$ cat src/rtl/timer_sched_pkg.sv
// rtl/timer_sched_pkg.sv - shared constants and types for the timer scheduler
//
// Purpose: timer register map, timer control words and the scheduler FSM
// state encoding, shared by every file of the timer_scheduler slice.
// Ports: none (package).

package timer_sched_pkg;

   // Timer register map (byte addresses)
   localparam logic [31:0] TMR_ADDR_CONTROL   = 32'h0000_0000;
   localparam logic [31:0] TMR_ADDR_COMPARE   = 32'h0000_0008;
   localparam logic [31:0] TMR_ADDR_PRESCALER = 32'h0000_000C;

   // Timer CONTROL register words
   localparam logic [31:0] CTRL_REINIT = 32'h0000_0008;  // reinit counter, counting disabled
   localparam logic [31:0] CTRL_START  = 32'h0000_0003;  // count enable + interrupt enable
   localparam logic [31:0] CTRL_STOP   = 32'h0000_0000;

   typedef enum logic [2:0] {
      IDLE   = 3'd0,
      REINIT = 3'd1,
      WR_PSC = 3'd2,
      WR_CMP = 3'd3,
      START  = 3'd4,
      WAIT   = 3'd5,
      STOP   = 3'd6,
      DONE   = 3'd7
   } sched_state_t;

endpackage : timer_sched_pkg

$ cat src/rtl/rr_arbiter.sv
// rtl/rr_arbiter.sv - combinational round-robin arbiter
//
// Purpose: picks the first set request at or after index ptr, wrapping
// around. The rotation pointer is owned and updated by the caller.
// Ports:
//   req   in  NUM_REQ  request vector
//   ptr   in  PW       index where the search starts
//   grant out NUM_REQ  one-hot winner (all zero when no request)
//   valid out 1        at least one request is set

module rr_arbiter #(
   parameter int NUM_REQ = 4,
   parameter int PW      = (NUM_REQ > 1) ? $clog2(NUM_REQ) : 1
) (
   input  logic [NUM_REQ-1:0] req,
   input  logic [PW-1:0]      ptr,
   output logic [NUM_REQ-1:0] grant,
   output logic               valid
);

   logic [PW-1:0] idx;

   // Walk NUM_REQ positions starting at ptr with a wrapping index, so no
   // modulo is needed for non-power-of-two NUM_REQ.
   always_comb begin
      grant = '0;
      valid = 1'b0;
      idx   = ptr;
      for (int i = 0; i < NUM_REQ; i++) begin
         if (!valid && req[idx]) begin
            grant[idx] = 1'b1;
            valid      = 1'b1;
         end
         idx = (idx == PW'(NUM_REQ - 1)) ? '0 : idx + PW'(1);
      end
   end

endmodule : rr_arbiter

$ cat src/rtl/timer_scheduler.sv
// rtl/timer_scheduler.sv - round-robin sharing of one timer among requesters
//
// Purpose: grants the timer to one requester at a time, programs it
// (reinit, prescaler, compare, start), waits for its interrupt, stops it
// and pulses done to the owner. A zero compare value completes at once
// without touching the timer.
// Optional feature macro: TIMER_SCHED_WATCHDOG_EN adds a WAIT watchdog of
// WDT_CYCLES cycles that aborts with done+err.
// Ports:
//   clk, rst                 clock, asynchronous active-high reset
//   req          in  NUM_REQ request levels, held until done
//   req_prescale in  NUM_REQ*32 per-requester prescaler value
//   req_compare  in  NUM_REQ*32 per-requester compare value
//   gnt          out NUM_REQ one-hot owner
//   done         out NUM_REQ one-cycle completion pulse
//   err          out NUM_REQ one-cycle watchdog abort pulse
//   busy         out 1       not in IDLE
//   tmr_address, tmr_wr_en, tmr_wr_data  timer register write port
//   tmr_interrupt in 1       timer expiry

module timer_scheduler
   import timer_sched_pkg::*;
#(
   parameter int          NUM_REQ    = 4,
   parameter logic [31:0] WDT_CYCLES = 32'd1048576
) (
   input  logic                  clk,
   input  logic                  rst,
   input  logic [NUM_REQ-1:0]    req,
   input  logic [NUM_REQ*32-1:0] req_prescale,
   input  logic [NUM_REQ*32-1:0] req_compare,
   output logic [NUM_REQ-1:0]    gnt,
   output logic [NUM_REQ-1:0]    done,
   output logic [NUM_REQ-1:0]    err,
   output logic                  busy,
   output logic [31:0]           tmr_address,
   output logic                  tmr_wr_en,
   output logic [31:0]           tmr_wr_data,
   input  logic                  tmr_interrupt
);

   localparam int PW = (NUM_REQ > 1) ? $clog2(NUM_REQ) : 1;

   sched_state_t              state_q, state_d;
   logic [PW-1:0]             ptr_q, ptr_d;
   logic [PW-1:0]             owner_q, owner_d;
   logic [NUM_REQ-1:0]        gnt_q, gnt_d;
   logic [31:0]               psc_q, psc_d;
   logic [31:0]               cmp_q, cmp_d;

   logic [NUM_REQ-1:0]        arb_grant;
   logic                      arb_valid;
   logic [PW-1:0]             arb_idx;
   logic [PW-1:0]             scan_idx;
   logic [NUM_REQ-1:0][31:0]  psc_arr;
   logic [NUM_REQ-1:0][31:0]  cmp_arr;

`ifdef TIMER_SCHED_WATCHDOG_EN
   logic [31:0]               wdt_q, wdt_d;
   logic                      wdt_err_q, wdt_err_d;
`else
   logic                      unused_wdt_cycles;
   assign unused_wdt_cycles = ^WDT_CYCLES;
`endif

   assign psc_arr = req_prescale;
   assign cmp_arr = req_compare;

   rr_arbiter #(
      .NUM_REQ (NUM_REQ),
      .PW      (PW)
   ) u_arb (
      .req   (req),
      .ptr   (ptr_q),
      .grant (arb_grant),
      .valid (arb_valid)
   );

   // One-hot grant to index
   always_comb begin
      arb_idx  = '0;
      scan_idx = '0;
      for (int i = 0; i < NUM_REQ; i++) begin
         if (arb_grant[scan_idx]) arb_idx = scan_idx;
         scan_idx = scan_idx + PW'(1);
      end
   end

   always_comb begin
      state_d = state_q;
      ptr_d   = ptr_q;
      owner_d = owner_q;
      gnt_d   = gnt_q;
      psc_d   = psc_q;
      cmp_d   = cmp_q;
`ifdef TIMER_SCHED_WATCHDOG_EN
      wdt_d     = wdt_q;
      wdt_err_d = wdt_err_q;
`endif
      case (state_q)
         IDLE: begin
            if (arb_valid) begin
               gnt_d   = arb_grant;
               owner_d = arb_idx;
               psc_d   = psc_arr[arb_idx];
               cmp_d   = cmp_arr[arb_idx];
               // A zero delay needs no timer at all
               state_d = (cmp_arr[arb_idx] == 32'd0) ? DONE : REINIT;
`ifdef TIMER_SCHED_WATCHDOG_EN
               wdt_err_d = 1'b0;
`endif
            end
         end
         REINIT: state_d = WR_PSC;
         WR_PSC: state_d = WR_CMP;
         WR_CMP: state_d = START;
         START: begin
            state_d = WAIT;
`ifdef TIMER_SCHED_WATCHDOG_EN
            wdt_d = 32'd0;
`endif
         end
         WAIT: begin
            if (tmr_interrupt) begin
               state_d = STOP;
            end
`ifdef TIMER_SCHED_WATCHDOG_EN
            // wdt_q counts completed WAIT cycles; this is the last allowed one
            else if (wdt_q == WDT_CYCLES - 32'd1) begin
               state_d   = STOP;
               wdt_err_d = 1'b1;
            end else begin
               wdt_d = wdt_q + 32'd1;
            end
`endif
         end
         STOP: state_d = DONE;
         DONE: begin
            state_d = IDLE;
            gnt_d   = '0;
            ptr_d   = (owner_q == PW'(NUM_REQ - 1)) ? '0 : owner_q + PW'(1);
         end
         default: state_d = IDLE;
      endcase
   end

   always_ff @(posedge clk or posedge rst) begin
      if (rst) begin
         state_q <= IDLE;
         ptr_q   <= '0;
         owner_q <= '0;
         gnt_q   <= '0;
         psc_q   <= '0;
         cmp_q   <= '0;
`ifdef TIMER_SCHED_WATCHDOG_EN
         wdt_q     <= '0;
         wdt_err_q <= 1'b0;
`endif
      end else begin
         state_q <= state_d;
         ptr_q   <= ptr_d;
         owner_q <= owner_d;
         gnt_q   <= gnt_d;
         psc_q   <= psc_d;
         cmp_q   <= cmp_d;
`ifdef TIMER_SCHED_WATCHDOG_EN
         wdt_q     <= wdt_d;
         wdt_err_q <= wdt_err_d;
`endif
      end
   end

   // Timer bus decoded from registers only; no input reaches these outputs
   always_comb begin
      tmr_wr_en   = 1'b0;
      tmr_address = 32'd0;
      tmr_wr_data = 32'd0;
      case (state_q)
         REINIT: begin
            tmr_wr_en = 1'b1; tmr_address = TMR_ADDR_CONTROL;   tmr_wr_data = CTRL_REINIT;
         end
         WR_PSC: begin
            tmr_wr_en = 1'b1; tmr_address = TMR_ADDR_PRESCALER; tmr_wr_data = psc_q;
         end
         WR_CMP: begin
            tmr_wr_en = 1'b1; tmr_address = TMR_ADDR_COMPARE;   tmr_wr_data = cmp_q;
         end
         START: begin
            tmr_wr_en = 1'b1; tmr_address = TMR_ADDR_CONTROL;   tmr_wr_data = CTRL_START;
         end
         STOP: begin
            tmr_wr_en = 1'b1; tmr_address = TMR_ADDR_CONTROL;   tmr_wr_data = CTRL_STOP;
         end
         default: ;
      endcase
   end

   assign gnt  = gnt_q;
   assign busy = (state_q != IDLE);
   assign done = (state_q == DONE) ? gnt_q : '0;
`ifdef TIMER_SCHED_WATCHDOG_EN
   assign err  = (state_q == DONE && wdt_err_q) ? gnt_q : '0;
`else
   assign err  = '0;
`endif

endmodule : timer_scheduler

$ cat config.mk
export PLATFORM = sky130hd
export DESIGN_NAME = timer_scheduler
export DESIGN_NICKNAME = d
export VERILOG_FILES = /design/src/rtl/timer_sched_pkg.sv /design/src/rtl/rr_arbiter.sv /design/src/rtl/timer_scheduler.sv
export SDC_FILE = /design/constraint.sdc
export NUM_CORES = 1
export LEC_CHECK = 0
export CORE_AREA = 5 5 131 133
export DETAILED_ROUTE_END_ITERATION = 7
export DIE_AREA = 0 0 136 138
export DONT_BUFFER_PORTS = 1
export PLACE_DENSITY = 0.51
export SYNTH_ARGS = -nofsm -noshare
export SYNTH_HDL_FRONTEND = slang
export SYNTH_HIERARCHICAL = 1
export SYNTH_SLANG_ARGS = --single-unit
$ cat constraint.sdc
create_clock -name clk -period 10.9 [get_ports clk]
set_input_delay 2.725 -clock clk [delete_from_list [all_inputs] [get_ports clk]]
set_output_delay 2.725 -clock clk [all_outputs]
set_load 0.02 [all_outputs]
==> metrics, run 1 <==
Met1 Wirelength 8770 µm; Slew Limit Fails 0; Worst Setup Start Kind input pin; drt drc 0; I/O pin total 341; Net Sw Frac 0.522; number of synthesized flops with an enable pin 0; critical path class in -> reg; top post-synthesis cells by area dfrtp_1 (30%), mux2i_1 (8.1%), a21oi_1 (6.2%); flops & latches, synth 75; Clock Latency Late Sink 330 ps; gp weighted congestion 0.874; Switch Pwr 1.28 mW; antenna viol nets, final 0; final wirelength 22,000 µm; maximum clock rate 144 MHz; hold_buf cts 0; CP endpoint kind flip-flop; postcts setup bufs 0; Pre-Repair DR Iteration Count 5; DP Wirelength 16,900 µm; Yosys cell types 65; Hold Path Class reg -> reg; initial core utilization 0.392; ant diodes 0; combinational cell fraction of total power 0.677; layout cells sized above 1 0.0769; most frequent cell after synthesis nand2_1; gr usage total 0.223; Final Hold Fails 0; initial antenna violation count 1; WP data required 11,150 ps; global-route wire length before repair 32,600 µm; Post-Place Setup Slack 3700 ps; share of the synthesized area in the top cell type 0.305; Die Area 18,800 µm²; critical path's slowest cell nand2b_1; Nets 989; outcome complete, no violations; Clock power frac 0.107; clk buf depth 2; row cnt 46; H-tree depth 3; Vias/cell 5.95; CTS tree built; largest area contributor in the netlist dfrtp_1; core footprint 15,700 µm²; P&R area growth vs syn 3.70%; Worst Max-Slew Pin Slew 1090 ps; final worst setup slack 3970 ps; Mapped Cells 756; die height 138 µm; prevailing post-synth register cell dfrtp_1; part of the power in registers 0.216; via count 5,543; wire per inst 23.6 µm; Post-CTS Resized 0; 1st-iter DRT viols 384; Final Skew 3.46 ps; RSZ-0062 raised after global routing no; Root Buffer clkbuf_16; Internal 1.17 mW; synthesized area per cell 8.15 µm²; worst-path fanout max 100; delay-heaviest family, CP simple AND/OR/NAND/NOR gates; commonest cells in the netlist nand2_1 (80), a21oi_1 (76), nor2_1 (76), dfrtp_1 (75), o21ai_0 (60); TNS Setup 0 ps; gr ovfl total 0; CTS buffer count 9; met3 WL 2110 µm; met2 routed WL 10,700 µm; crit share post-route 0.636; CP peak stage delay 830 ps; shortest period the worst path allows 6930 ps; port bufs 0; Async SR Flop Fraction 1.00; VDD IR max 0.431 mV; highest metal used met5; number of setup violations in the final report 0; total power 2.45 mW; Die W 136 µm; clock slew at reported path FFs 50 ps; PwrDens 384 nW/µm²; Buf/Inv on CP 1; vias in the first global route 5,545; synth warn 6; # Max-Cap Violations 0; cell chain of the critical path mux4_2 -> or2b_1 -> a21oi_2 -> a221o_4 -> buf_4 -> nand2b_1 -> o221a_1 -> or4_1 -> nor4_1 -> nand4b_1 -> o211ai_1; Seq/Total Area, Yosys 0.305; post-synthesis cell area 6160 µm²; Sink Count 75; Slew Limit Headroom 0.276; largest net degree at the start of global routing 101; worst path arrival time 7180 ps; Leak 2.70 nW
==> power by group through the flow <==
stage	combinational, mW	sequential [mW]	clock, mW
2_1_floorplan	1.34	0.479	0
3_3_place_gp	1.63	0.533	0
3_5_place_dp	1.66	0.537	0
4_1_cts	1.67	0.533	0.271
5_1_grt	1.85	0.549	0.282
6_report	1.66	0.529	0.263
==> final timing paths <==
check	startpoint	end	slack [ps]	depth (start not counted)
setup / recovery	req[2]	state_q[1]	3970	11
hold / removal	psc_q[19]	psc_q[19]	480	2
setup reg to reg	ptr_q[0]	state_q[1]	5100	13
hold reg to reg	psc_q[19]	psc_q[19]	480	2
max in group asynchronous	rst	cmp_q[24]	7650	2
min in group asynchronous	rst	psc_q[5]	2590	2
==> registers in the layout (all words and copies together), names as in the netlist <==
name / count
ptr_q: 2
psc_q: 32
cmp_q: 32
state_q: 3
owner_q: 2
gnt: 4
==> worst register-to-register path, stage by stage, from the launching register on <==
cell and delay, ps:
dfrtp_1 630, inv_1 200, ha_1 380, mux4_2 610, or2b_1 270, a21oi_2 230
a221o_4 210, buf_4 750, nand2b_1 850, o221a_1 460, or4_1 520, nor4_1 340
nand4b_1 160, o211ai_1 110
==> cells in the final DEF, fill, tap and decap left out, types with 5 or more instances in the layout <==
| master | count |
|---|---|
| a211oi_1 | 6 |
| a21oi_1 | 76 |
| a22o_1 | 29 |
| buf_4 | 7 |
| clkbuf_16 | 9 |
| conb_1 | 34 |
| dfrtp_1 | 75 |
| ha_1 | 13 |
| inv_1 | 11 |
| mux2_2 | 23 |
| mux2i_1 | 50 |
| nand2_1 | 80 |
| nand3_1 | 5 |
| nor2_1 | 76 |
| nor2b_1 | 8 |
| nor3_1 | 18 |
| nor3b_1 | 8 |
| nor4_1 | 7 |
| o21ai_0 | 60 |
| o221ai_1 | 12 |
| o22ai_1 | 17 |
| o31ai_1 | 15 |
==> metal layers <==
| layer | vias to the layer above | global-route usage |
|---|---|---|
| met3 | 35 | 0.0751 |
| met5 | - | 0 |
| met4 | 2 | 0.0541 |
| met2 | 263 | 0.373 |
| li1 | 2633 | - |
| met1 | 2610 | 0.276 |
==> through the flow <==
step,hold WS [ps],cell area [µm²],std cells,utilization
floorplan,440,6280,789,-
global placement,463,6140,918,0.391
detailed placement,471,6140,918,0.391
CTS,483,6390,931,0.407
global route,510,6390,931,0.407
finish,480,6390,931,0.407
==> area by class of cell <==
| type | count | area [µm²] |
|---|---|---|
| Clock buffer | 13 | 250 |
| Tap cell | 216 | 270 |
| Inverter | 15 | 57.6 |
| Sequential cell | 75 | 1880 |
| Fill cell | 1643 | 9330 |
| Multi-Input combinational cell | 605 | 3880 |
| Timing Repair Buffer | 7 | 52.6 |
==> cell families (layout without fill, tap and decap cells) <==
logic type,Yosys count,after routing,synth area share
fa+ha+maj,13,13,0.0264
buf+inv,109,35,0.0920
mux,77,77,0.138
simple gates,224,224,0.165
compound gates,257,257,0.274
other cells,1,34,0.000609
flops,75,75,0.305
(Power assumes the default switching activity.)
==> run 2: changes to the inputs <==
--- a/config.mk
+++ b/config.mk
@@ -9,7 +9,7 @@
 export DETAILED_ROUTE_END_ITERATION = 7
 export DIE_AREA = 0 0 136 138
 export DONT_BUFFER_PORTS = 1
-export PLACE_DENSITY = 0.51
+export PLACE_DENSITY = 0.53
 export SYNTH_ARGS = -nofsm -noshare
 export SYNTH_HDL_FRONTEND = slang
 export SYNTH_HIERARCHICAL = 1
==> constraint.sdc (replaced) <==
create_clock -name clk -period 5.56 [get_ports clk]
set_input_delay 1.39 -clock clk [delete_from_list [all_inputs] [get_ports clk]]
set_output_delay 1.39 -clock clk [all_outputs]
set_load 0.02 [all_outputs]
==> metrics, run 2 (same netlist as run 1, synthesis figures left out) <==
WP data required 5770 ps; Die W 136 µm; commonest non-fill, non-tap cell in the layout nand2_1; wire per inst 25.4 µm; highest-count cells in the layout ignoring fill and taps nand2_1 (80), a21oi_1 (76), nor2_1 (76); core footprint 15,700 µm²; Slew Limit Headroom 0.357; combinational cell fraction of total power 0.676; postcts setup bufs 0; number of setup violations in the final report 0; Net Sw Frac 0.523; critical path class reg -> reg; worst path arrival time 5080 ps; port bufs 0; Sink Count 75; gp weighted congestion 0.872; layout cells sized above 1 0.0859; drt drc 0; Final Hold Fails 0; final wirelength 23,800 µm; via count 5,654; worst-path fanout max 67; clock slew at reported path FFs 60 ps; Post-Place Setup Slack 627 ps; PwrDens 754 nW/µm²; CP endpoint kind flip-flop; maximum clock rate 205 MHz; Clock power frac 0.112; Vias/cell 6.03; P&R area growth vs syn 4.51%; Worst Max-Slew Pin Slew 962 ps; CTS buffer count 9; gr usage total 0.249; hold_buf cts 0; Hold Path Class reg -> reg; initial core utilization 0.392; part of the power in registers 0.213; critical path's slowest cell a222oi_1; RSZ-0062 raised after global routing no; crit share post-route 0.876; DP Wirelength 18,600 µm; Root Buffer clkbuf_16; VDD IR max 0.270 mV; largest net degree at the start of global routing 76; Switch Pwr 2.54 mW; row cnt 46; antenna viol nets, final 0; Pre-Repair DR Iteration Count 5; ant diodes 0; Internal 2.32 mW; # Max-Cap Violations 0; outcome complete, no violations; die height 138 µm; TNS Setup 0 ps; Leak 2.72 nW; initial antenna violation count 0; I/O pin total 341; cell chain of the critical path inv_1 -> ha_1 -> mux4_2 -> or2b_1 -> a21oi_2 -> a221o_4 -> buf_4 -> nor2b_1 -> a222oi_1 -> a211o_1 -> nor4_1 -> nand4b_1 -> o211ai_1; Die Area 18,800 µm²; gr ovfl total 0; CP peak stage delay 760 ps; clk buf depth 2; CTS tree built; 1st-iter DRT viols 496; Clock Latency Late Sink 340 ps; Post-CTS Resized 0; H-tree depth 3; Worst Setup Start Kind flip-flop; global-route wire length before repair 35,800 µm; Nets 994; Final Skew 5.34 ps; Slew Limit Fails 0; vias in the first global route 5,816; final worst setup slack 691 ps; shortest period the worst path allows 4870 ps
run 2: cell types whose count changed in the layout (fill, tap and decap cells not counted):
cell | before | now
buf_4 | 7 | 12
clkinv_2 | 1 | 2
clkinvlp_4 | 0 | 1
run 2: area by class of cell:
type,count,area [µm²]
Fill cell,1624,9280
Inverter,15,57.6
Tap cell,216,270
Clock buffer,13,250
Multi-Input combinational cell,605,3880
Timing Repair Buffer,12,90.1
Sequential cell,75,1880
Clock inverter,2,12.5
run 2: critical path, delay by kind of cell (launching register included):
kind / cells / cell delay (ps)
flip-flops: 1 / 660
adder cells (fa/ha/maj): 1 / 380
AND/OR/NAND/NOR: 4 / 710
buffers and inverters: 2 / 750
AO/OA/AOI/OAI: 5 / 1600
multiplexers: 1 / 610
run 2: power by group through the flow:
stage                     Combinational [mW]  Sequential [mW]  Clock, mW
after global routing                    3.67             1.07      0.580
after global placement                  3.22             1.04          0
after floorplan                         2.62            0.939          0
after CTS                               3.30             1.04      0.560
final                                   3.28             1.03      0.542
after detailed placement                3.29             1.05          0
run 2: metrics by stage:
step	area, µm²	hold WS [ps]	util	power [mW]	instances
final	6440	480	0.410	4.86	938
after global routing	6440	509	0.410	5.32	938
after CTS	6440	480	0.410	4.90	938
after detailed placement	6170	467	0.393	4.34	923
after global placement	6170	461	0.393	4.26	923
after floorplan	6280	440	-	3.56	789
run 2: path summary, 6_finish.rpt:
check | endpoint | slack (ps) | cells after the start | start
setup / recovery | state_q[1] | 690 | 13 | ptr_q[0]
hold / removal | cmp_q[29] | 480 | 2 | cmp_q[29]
setup reg to reg | state_q[1] | 690 | 13 | ptr_q[0]
hold reg to reg | cmp_q[29] | 480 | 2 | cmp_q[29]
max in group asynchronous | cmp_q[9] | 3490 | 2 | rst
min in group asynchronous | psc_q[6] | 1000 | 1 | rst
run 2: per-layer routing:
| metal | global-route usage | share of wire |
|---|---|---|
| met1 | 0.291 | 0.38 |
| met2 | 0.422 | 0.49 |
| met3 | 0.0911 | 0.099 |
| met4 | 0.0790 | 0.029 |
| met5 | 0 | 0 |
==> run 3: changes to the inputs <==
--- a/config.mk
+++ b/config.mk
@@ -9,7 +9,7 @@
 export DETAILED_ROUTE_END_ITERATION = 7
 export DIE_AREA = 0 0 136 138
 export DONT_BUFFER_PORTS = 1
-export PLACE_DENSITY = 0.53
+export REMOVE_ABC_BUFFERS = 1
 export SYNTH_ARGS = -nofsm -noshare
 export SYNTH_HDL_FRONTEND = slang
 export SYNTH_HIERARCHICAL = 1
==> metrics, run 3 (same netlist as run 1, synthesis figures left out) <==
outcome complete, no violations; worst-path fanout max 27; row cnt 46; met3 WL 2060 µm; core footprint 15,700 µm²; gr ovfl total 0; cell chain of the critical path inv_1 -> ha_1 -> mux4_2 -> or2b_1 -> a21oi_2 -> a221o_4 -> mux2_2 -> o221a_1 -> or4_1 -> nor4_1 -> nand4b_1 -> o211ai_1; worst path arrival time 4980 ps; CP endpoint kind flip-flop; global-route wire length before repair 35,900 µm; worst hold slack 480 ps; shortest period the worst path allows 4710 ps; part of the power in registers 0.206; Post-CTS Resized 0; highest-count cells in the layout ignoring fill and taps nand2_1 (80), a21oi_1 (76), nor2_1 (75), dfrtp_1 (75), o21ai_0 (60); # fillers 1,596; placed inst area 6200 µm²; P&R area growth vs syn 5.93%; VDD IR max 0.366 mV; CTS buffer count 9; 1st-iter DRT viols 454; Clock power frac 0.130; CP peak stage delay 630 ps; Buf/Inv on CP 1; die height 138 µm; TNS Setup 0 ps; delay-heaviest family, CP simple AND/OR/NAND/NOR gates; I/O pin total 341; clk buf depth 2; H-tree depth 3; critical path class reg -> reg; Pre-Repair DR Iteration Count 5; number of setup violations in the final report 0; gr usage total 0.253; critical path's slowest cell dfrtp_1; Slew Limit Fails 0; highest metal used met4; Final Skew 11.9 ps; combinational cell fraction of total power 0.664; vias in the first global route 5,639; RSZ-0062 raised after global routing no; Internal 2.42 mW; Net Sw Frac 0.512; total power 4.95 mW; Vias/cell 6.14; hold_buf cts 0; drt drc 0; Sink Count 75; port bufs 0; met2 routed WL 12,700 µm; Hold Path Class reg -> reg; Final Hold Fails 0; WP data required 5830 ps; Leak 2.76 nW; Root Buffer clkbuf_16; final wirelength 24,700 µm; initial antenna violation count 2; layout cells sized above 1 0.0913; Die Area 18,800 µm²; postcts setup bufs 0; Core Util, Final 0.415; crit share post-route 0.846; Nets 994; antenna viol nets, final 0; Clock Latency Late Sink 350 ps; via count 5,781; CTS tree built; PwrDens 759 nW/µm²; maximum clock rate 212 MHz; cell area after layout 6530 µm²; clock slew at reported path FFs 70 ps; Worst Max-Slew Pin Slew 1020 ps; Met1 Wirelength 9530 µm; initial core utilization 0.392; # Max-Cap Violations 0; largest net degree at the start of global routing 95; Worst Setup Start Kind flip-flop; Switch Pwr 2.54 mW; gp weighted congestion 0.933; Slew Limit Headroom 0.321; DP Wirelength 19,300 µm; commonest non-fill, non-tap cell in the layout nand2_1; wire per inst 26.2 µm; Die W 136 µm
## run 3: changes by cell type in the layout (fill, tap and decap cells not counted), sizes merged
cell,previous run,this run
clkbuf,13,10
inv,13,14
bufinv,0,2
clkinvlp,1,2
diode,0,2
## run 3: final cells by class
class | instances | area [µm²] | area share
multi-input combinational | 605 | 3880 | 0.595
sequential | 75 | 1880 | 0.288
tap | 216 | 270 | 0.0414
clock buffer | 10 | 229 | 0.0351
timing repair buffer | 12 | 115 | 0.0176
clock inverter | 6 | 88.8 | 0.0136
inverter | 15 | 57.6 | 0.00882
antenna | 2 | 5.00 | 0.000767
## run 3: path summary, 6_finish.rpt
check / from / slack [ps] / cells after the start / endpoint
max: ptr_q[0] / 850 / 12 / state_q[1]
min: psc_q[4] / 480 / 2 / psc_q[4]
max reg2reg: ptr_q[0] / 850 / 12 / state_q[1]
min reg2reg: psc_q[4] / 480 / 2 / psc_q[4]
max in group asynchronous: rst / 3540 / 2 / gnt[0]
min in group asynchronous: rst / 1000 / 1 / psc_q[8]
## run 3: metrics by stage
step / std cells / worst slack (ps)
final: 941 / 854
after global routing: 941 / 569
after CTS: 939 / 868
after detailed placement: 923 / 642
after global placement: 923 / 817
after floorplan: 695 / 78.6
## run 3: metal layers
layer | vias up | global-route usage
li1 | 2656 | -
met1 | 2809 | 0.304
met2 | 287 | 0.442
met3 | 29 | 0.0791
met4 | 0 | 0.0562
met5 | - | 0
## run 3: power by group through the flow
stage	combinational, mW	clock, mW	sequential (mW)
floorplan	2.48	0	0.954
global placement	3.18	0	1.02
detailed placement	3.29	0	1.03
CTS	3.29	0.653	1.02
global route	3.65	0.679	1.05
finish	3.29	0.644	1.02
## run 3: tightest hold or removal path, cell delays in order (launching register included)
cell	delay, ps
dfrtp_1	340
nand2_1	50
o21ai_0	60
